**src/rtl/vc_arbiter_pkg.sv**
```systemverilog
// Shared constants for the VC arbiter: VC/destination indices and dest-select bit.
// Latency: n/a (declarations only).
// Backpressure: n/a.
package vc_arbiter_pkg;

    // Source VC encoding, stored in the in-flight source register
    localparam logic VC0 = 1'b0;
    localparam logic VC1 = 1'b1;

    // Destination encoding, equal to the value of the word's select bit
    localparam logic D0 = 1'b0;
    localparam logic D1 = 1'b1;

    // The destination is selected by the word's most significant bit
    function automatic int dest_sel_bit(input int data_width);
        return data_width - 1;
    endfunction

endpackage

```
**src/rtl/vc_arbiter.sv**
```systemverilog
// Pops VC0/VC1 FIFOs (VC0 priority, bounded VC1 starvation) and routes words to D0/D1 by MSB.
// Latency: pop -> push_Dx/data_out visible 2 cycles later; one word per cycle sustained.
// Backpressure: no pop while either almost_full is high; a word already in flight still pushes.
//
// Ports:
//   clk, reset                      clock, synchronous active-low reset
//   empty_fifo_VC0/VC1              source FIFO empty flags
//   data_out_VC0/VC1                source FIFO read data (valid the cycle after pop)
//   almost_full_fifo_D0/D1          destination backpressure
//   pop_VC0_fifo/pop_VC1_fifo       combinational pop strobes
//   push_D0/push_D1, data_out       registered destination write strobes and word
//   count_D0/count_D1               wrapping per-destination forwarded-word counters
//   idle                            registered: nothing queued, in flight or being pushed
module vc_arbiter
    import vc_arbiter_pkg::*;
#(
    parameter int data_width = 6,
    parameter int vc0_burst  = 4,
    parameter int cnt_width  = 5
) (
    input  logic                  clk,
    input  logic                  reset,
    input  logic                  empty_fifo_VC0,
    input  logic                  empty_fifo_VC1,
    input  logic [data_width-1:0] data_out_VC0,
    input  logic [data_width-1:0] data_out_VC1,
    input  logic                  almost_full_fifo_D0,
    input  logic                  almost_full_fifo_D1,
    output logic                  pop_VC0_fifo,
    output logic                  pop_VC1_fifo,
    output logic                  push_D0,
    output logic                  push_D1,
    output logic [data_width-1:0] data_out,
    output logic [cnt_width-1:0]  count_D0,
    output logic [cnt_width-1:0]  count_D1,
    output logic                  idle
);

    localparam int SEL_BIT = dest_sel_bit(data_width);
    localparam int BURST_W = $clog2(vc0_burst + 1);

    logic [BURST_W-1:0]    burst_cnt;
    logic                  stall;
    logic                  vc0_ne;
    logic                  vc1_ne;
    logic                  burst_full;
    logic                  grant_vc0;
    logic                  grant_vc1;
    logic                  inflight_vld;
    logic                  inflight_src;
    logic [data_width-1:0] word;
    logic                  word_dest;

    // The destination is unknown until the word is read, so either
    // almost_full blocks all pops.
    always_comb begin
        stall      = almost_full_fifo_D0 | almost_full_fifo_D1;
        vc0_ne     = ~empty_fifo_VC0;
        vc1_ne     = ~empty_fifo_VC1;
        burst_full = (burst_cnt == BURST_W'(vc0_burst));
        // VC1 wins when VC0 has nothing, or VC0 has used up its burst allowance.
        grant_vc1  = reset & ~stall & vc1_ne & (~vc0_ne | burst_full);
        grant_vc0  = reset & ~stall & vc0_ne & ~grant_vc1;
    end

    assign pop_VC0_fifo = grant_vc0;
    assign pop_VC1_fifo = grant_vc1;

    // Read data arrives the cycle after the pop; pick it from the VC popped last cycle.
    always_comb begin
        word      = (inflight_src == VC1) ? data_out_VC1 : data_out_VC0;
        word_dest = word[SEL_BIT];
    end

    always_ff @(posedge clk) begin
        if (!reset) begin
            burst_cnt    <= '0;
            inflight_vld <= 1'b0;
            inflight_src <= VC0;
            push_D0      <= 1'b0;
            push_D1      <= 1'b0;
            data_out     <= '0;
            count_D0     <= '0;
            count_D1     <= '0;
            idle         <= 1'b1;
        end else begin
            // Burst counter only tracks VC0 grants that actually delay a waiting VC1.
            if (grant_vc1) begin
                burst_cnt <= '0;
            end else if (grant_vc0) begin
                if (!vc1_ne) begin
                    burst_cnt <= '0;
                end else if (!burst_full) begin
                    burst_cnt <= burst_cnt + BURST_W'(1);
                end
            end

            inflight_vld <= grant_vc0 | grant_vc1;
            inflight_src <= grant_vc1 ? VC1 : VC0;

            push_D0 <= inflight_vld & (word_dest == D0);
            push_D1 <= inflight_vld & (word_dest == D1);

            // data_out holds its last value when nothing completes.
            if (inflight_vld) begin
                data_out <= word;
                if (word_dest == D1) begin
                    count_D1 <= count_D1 + cnt_width'(1);
                end else begin
                    count_D0 <= count_D0 + cnt_width'(1);
                end
            end

            idle <= empty_fifo_VC0 & empty_fifo_VC1 & ~inflight_vld & ~push_D0 & ~push_D1;
        end
    end

endmodule

```
**config.mk**
```make
export PLATFORM = sky130hd
export DESIGN_NAME = vc_arbiter
export DESIGN_NICKNAME = d
export VERILOG_FILES = /design/src/rtl/vc_arbiter_pkg.sv /design/src/rtl/vc_arbiter.sv
export SDC_FILE = /design/constraint.sdc
export NUM_CORES = 1
export LEC_CHECK = 0
export CORE_UTILIZATION = 39
export CTS_CLUSTER_DIAMETER = 40
export CTS_CLUSTER_SIZE = 16
export DETAILED_ROUTE_END_ITERATION = 12
export PLACE_DENSITY = 0.79
export SLEW_MARGIN = 20
export SYNTH_ARGS = -nofsm -noshare
export SYNTH_HDL_FRONTEND = slang
export SYNTH_SLANG_ARGS = --single-unit
```
**constraint.sdc**
```tcl
create_clock -name clk -period 2.1 [get_ports clk]
set_clock_uncertainty 0.1 [all_clocks]
set_input_delay 0.42 -clock clk [delete_from_list [all_inputs] [get_ports clk]]
set_output_delay 0.42 -clock clk [all_outputs]
set_load 0.02 [all_outputs]
```
==> results of run 1 <==
[Yosys cell counts]
| cell type | count |
|---|---|
| or3_1 | 5 |
| nand3b_1 | 1 |
| and3b_1 | 1 |
| nor3_1 | 6 |
| a21oi_1 | 13 |
| nor2_1 | 5 |
| nand2_1 | 3 |
| or3b_1 | 1 |
| mux2_2 | 1 |
| a211oi_1 | 6 |
| o41ai_1 | 2 |
| ha_1 | 4 |
| o311ai_0 | 1 |
| mux2i_1 | 8 |
| dfxtp_1 | 24 |
| clkbuf_1 | 6 |
| a211o_1 | 1 |
| o31ai_1 | 2 |
| nand3_1 | 5 |
| buf_2 | 2 |
| nand2b_1 | 3 |
| nor4b_1 | 1 |
| or4_1 | 1 |
| o21ai_0 | 9 |
| nand4_1 | 3 |
| inv_1 | 4 |
| and4b_1 | 1 |
[worst max-delay path: stages (launching register included)]
cell and delay [ns]:
dfxtp_1 0.38, inv_1 0.05, ha_1 0.21, and3b_1 0.19
nor3_2 0.15, buf_4 0.16
[how the worst min path moves through the flow]
stage                                         start                         to  slack, ns  depth (start not counted)
after detailed placement         push_D1$_SDFF_PN0_            idle$_SDFF_PN1_       0.33                          1
after global routing             push_D1$_SDFF_PN0_            idle$_SDFF_PN1_       0.37                          1
final                            push_D1$_SDFF_PN0_            idle$_SDFF_PN1_       0.34                          1
after floorplan           burst_cnt[1]$_SDFFE_PP0P_  burst_cnt[1]$_SDFFE_PP0P_       0.36                          2
after CTS                        push_D1$_SDFF_PN0_            idle$_SDFF_PN1_       0.35                          1
after global placement           push_D1$_SDFF_PN0_            idle$_SDFF_PN1_       0.33                          1
[flip-flops by register name (all words and copies together) (netlist names)]
signal / count
push_D0: 1
idle: 1
data_out: 6
count_D0: 5
inflight_src: 1
inflight_vld: 1
count_D1: 5
burst_cnt: 3
push_D1: 1
[stage by stage]
step	setup WS, ns	cell area (sq um)	total power (uW)	setup TNS, ns	std cells
after floorplan	0.160	1080	535	0	119
after global placement	-0.495	1560	607	-1.06	192
after detailed placement	-0.514	1560	611	-1.14	192
after CTS	0.00403	1590	804	0	195
after global routing	0.0504	1600	833	0	195
final	0.132	1600	795	0	195
[power by group through the flow]
stage               logic (uW)  registers (uW)  clock network [uW]
floorplan                 43.7             492                   0
global placement           126             481                   0
detailed placement         129             482                   0
CTS                        131             472                 201
global route               141             473                 219
finish                     131             472                 192
[cells by family after synthesis]
logic type / after synthesis / share of synthesized area [%]
and+or+nand+nor: 36 / 19.0
DFF: 24 / 44.5
AOI/OAI and AO/OA: 34 / 19.0
muxes: 9 / 8.46
adders and majority gates: 4 / 4.64
buffers and inverters: 12 / 4.40
[layer usage]
metal / wire, um / track usage [%] / part of all wire (%)
met4: 27 / 8.55 / 1.0
met1: 1120 / 21.4 / 42
met2: 1300 / 32.9 / 49
met3: 203 / 3.89 / 7.7
met5: 0 / 0 / 0
[final cells by class]
type | instances | area (sq um)
clock buffers | 3 | 22.5
fillers | 230 | 945
inverters | 4 | 15.0
multi-input cells | 83 | 564
flip-flops and latches | 24 | 480
well taps | 30 | 37.5
repair buffers | 51 | 480
[timing repair]
item                                    in CTS  in global routing
endpoints found under the setup margin       2                  2
buffers inserted                             0                  0
gates resized for setup                     15                  3
hold buffers                                 0                  0
pin swaps                                    1                  2
cloned                                       0                  0
==> metrics.yaml, run 1 <==
setup_viol: 0
gp_congestion: 0.848
yosys_warnings: 0
ys_ff_latch: 24
via_per_inst: 5.36
port_buffers: 38
finalMaxSlewViolations: 0
htreeDepth: 1
core_sq_um: 2540
fin_nets: 189
critPathArrivalTime_ns: 1.45
critPathKind: "reg -> out"
cts_buffers: 3
wl_um: 2650
status: "complete, no violations"
critPathMaxFanout: 3
yosysUniqueCellTypes: 27
power.density_nw_per_um2: 497
syn2layout_area_growth_pct: 48.2
globalRouteTotalUtil_pct: 18.7
clkPwrFrac_pct: 24.2
cp-endpoint: "pop_VC0_fifo"
fin_hold_ws_ns: 0.344
clock_sinks: 24
p_leak_uw: 0.000615
fin_crit_sh_pct: 93.7
syn_nets: 141
clockBufferDepth: 2
hold_path_class: "reg -> reg"
seq_power_share_pct: 59.4
first_iter_violations: 13
chipWidth_um: 54.6
diodes: 0
hold_violations: 0
rsz0062_at_grt: "no"
end_kind: "output pin"
syn_inst: 119
syn_area_sq_um: 1080
via_count: 1045
core.rowCount: 18
synth_top_area_cell: "dfxtp_1"
drive_gt1_share_pct: 13.3
peakVddDrop_v: 0.000297
grt_overflow: 0
slew_headroom_pct: 70.7
r2r-start: "burst_cnt[1]$_SDFFE_PP0P_"
p_sw_share_pct: 24.2
grt_antenna_before_repair: 0
tightest_slew_ns: 0.439
period_needed_ns: 1.97
crit_path_start_kind: "register"
startpoint: "burst_cnt[1]$_SDFFE_PP0P_"
grt_pass1_vias: 965
clk_latency_ns: 0.30
grt_max_degree: 18
start_util_pct: 42.4
timing.max_cap.violations: 0
layout_commonest_cell: "clkdlybuf4s50_1"
yosysTopAreaCellShare_pct: 44.5
synth_area_leaders: "dfxtp_1 (44%), mux2i_1 (7.4%), a21oi_1 (6.0%)"
r2r_cells: 6
wl_per_cell_um: 13.6
die_area_sq_um: 2980
drt_drc_violations_left: 0
comb_power_share_pct: 16.5
p_switching_uw: 192
cts_tree: "built"
rr_endpoint: "burst_cnt[0]$_SDFFE_PP0P_"
cp.required_ns: 1.58
first_pass_iters: 4
dp_hpwl_um: 1960
cellInternalPower_uw: 603
drtAntennaViolNets: 0
fmax_mhz: 508
io_pins: 39
clk_pin_slew_ns: 0.12
ff2ff_setup_slack_ns: 0.42
synth.avg_cell_area_sq_um: 9.07
die_h_um: 54.6
layout_common_cells: "clkdlybuf4s50_1 (33), dfxtp_1 (24), buf_4 (15)"
yosysSeqAreaShare_pct: 44.5
grt_pass1_wl_um: 3970
post-route-util_pct: 62.9
clockRootBuffer: "clkbuf_4"
(Power assumes the default switching activity.)
==> run 2, diff against run 1 <==
--- a/config.mk
+++ b/config.mk
@@ -5,6 +5,8 @@
 export SDC_FILE = /design/constraint.sdc
 export NUM_CORES = 1
 export LEC_CHECK = 0
+export ABC_AREA = 0
+export ABC_CLOCK_PERIOD_IN_PS = 2100
 export CORE_UTILIZATION = 39
 export CTS_CLUSTER_DIAMETER = 40
 export CTS_CLUSTER_SIZE = 16
==> results of run 2 <==
Same layout as run 1: the final DEF is identical, and so are final timing and power.
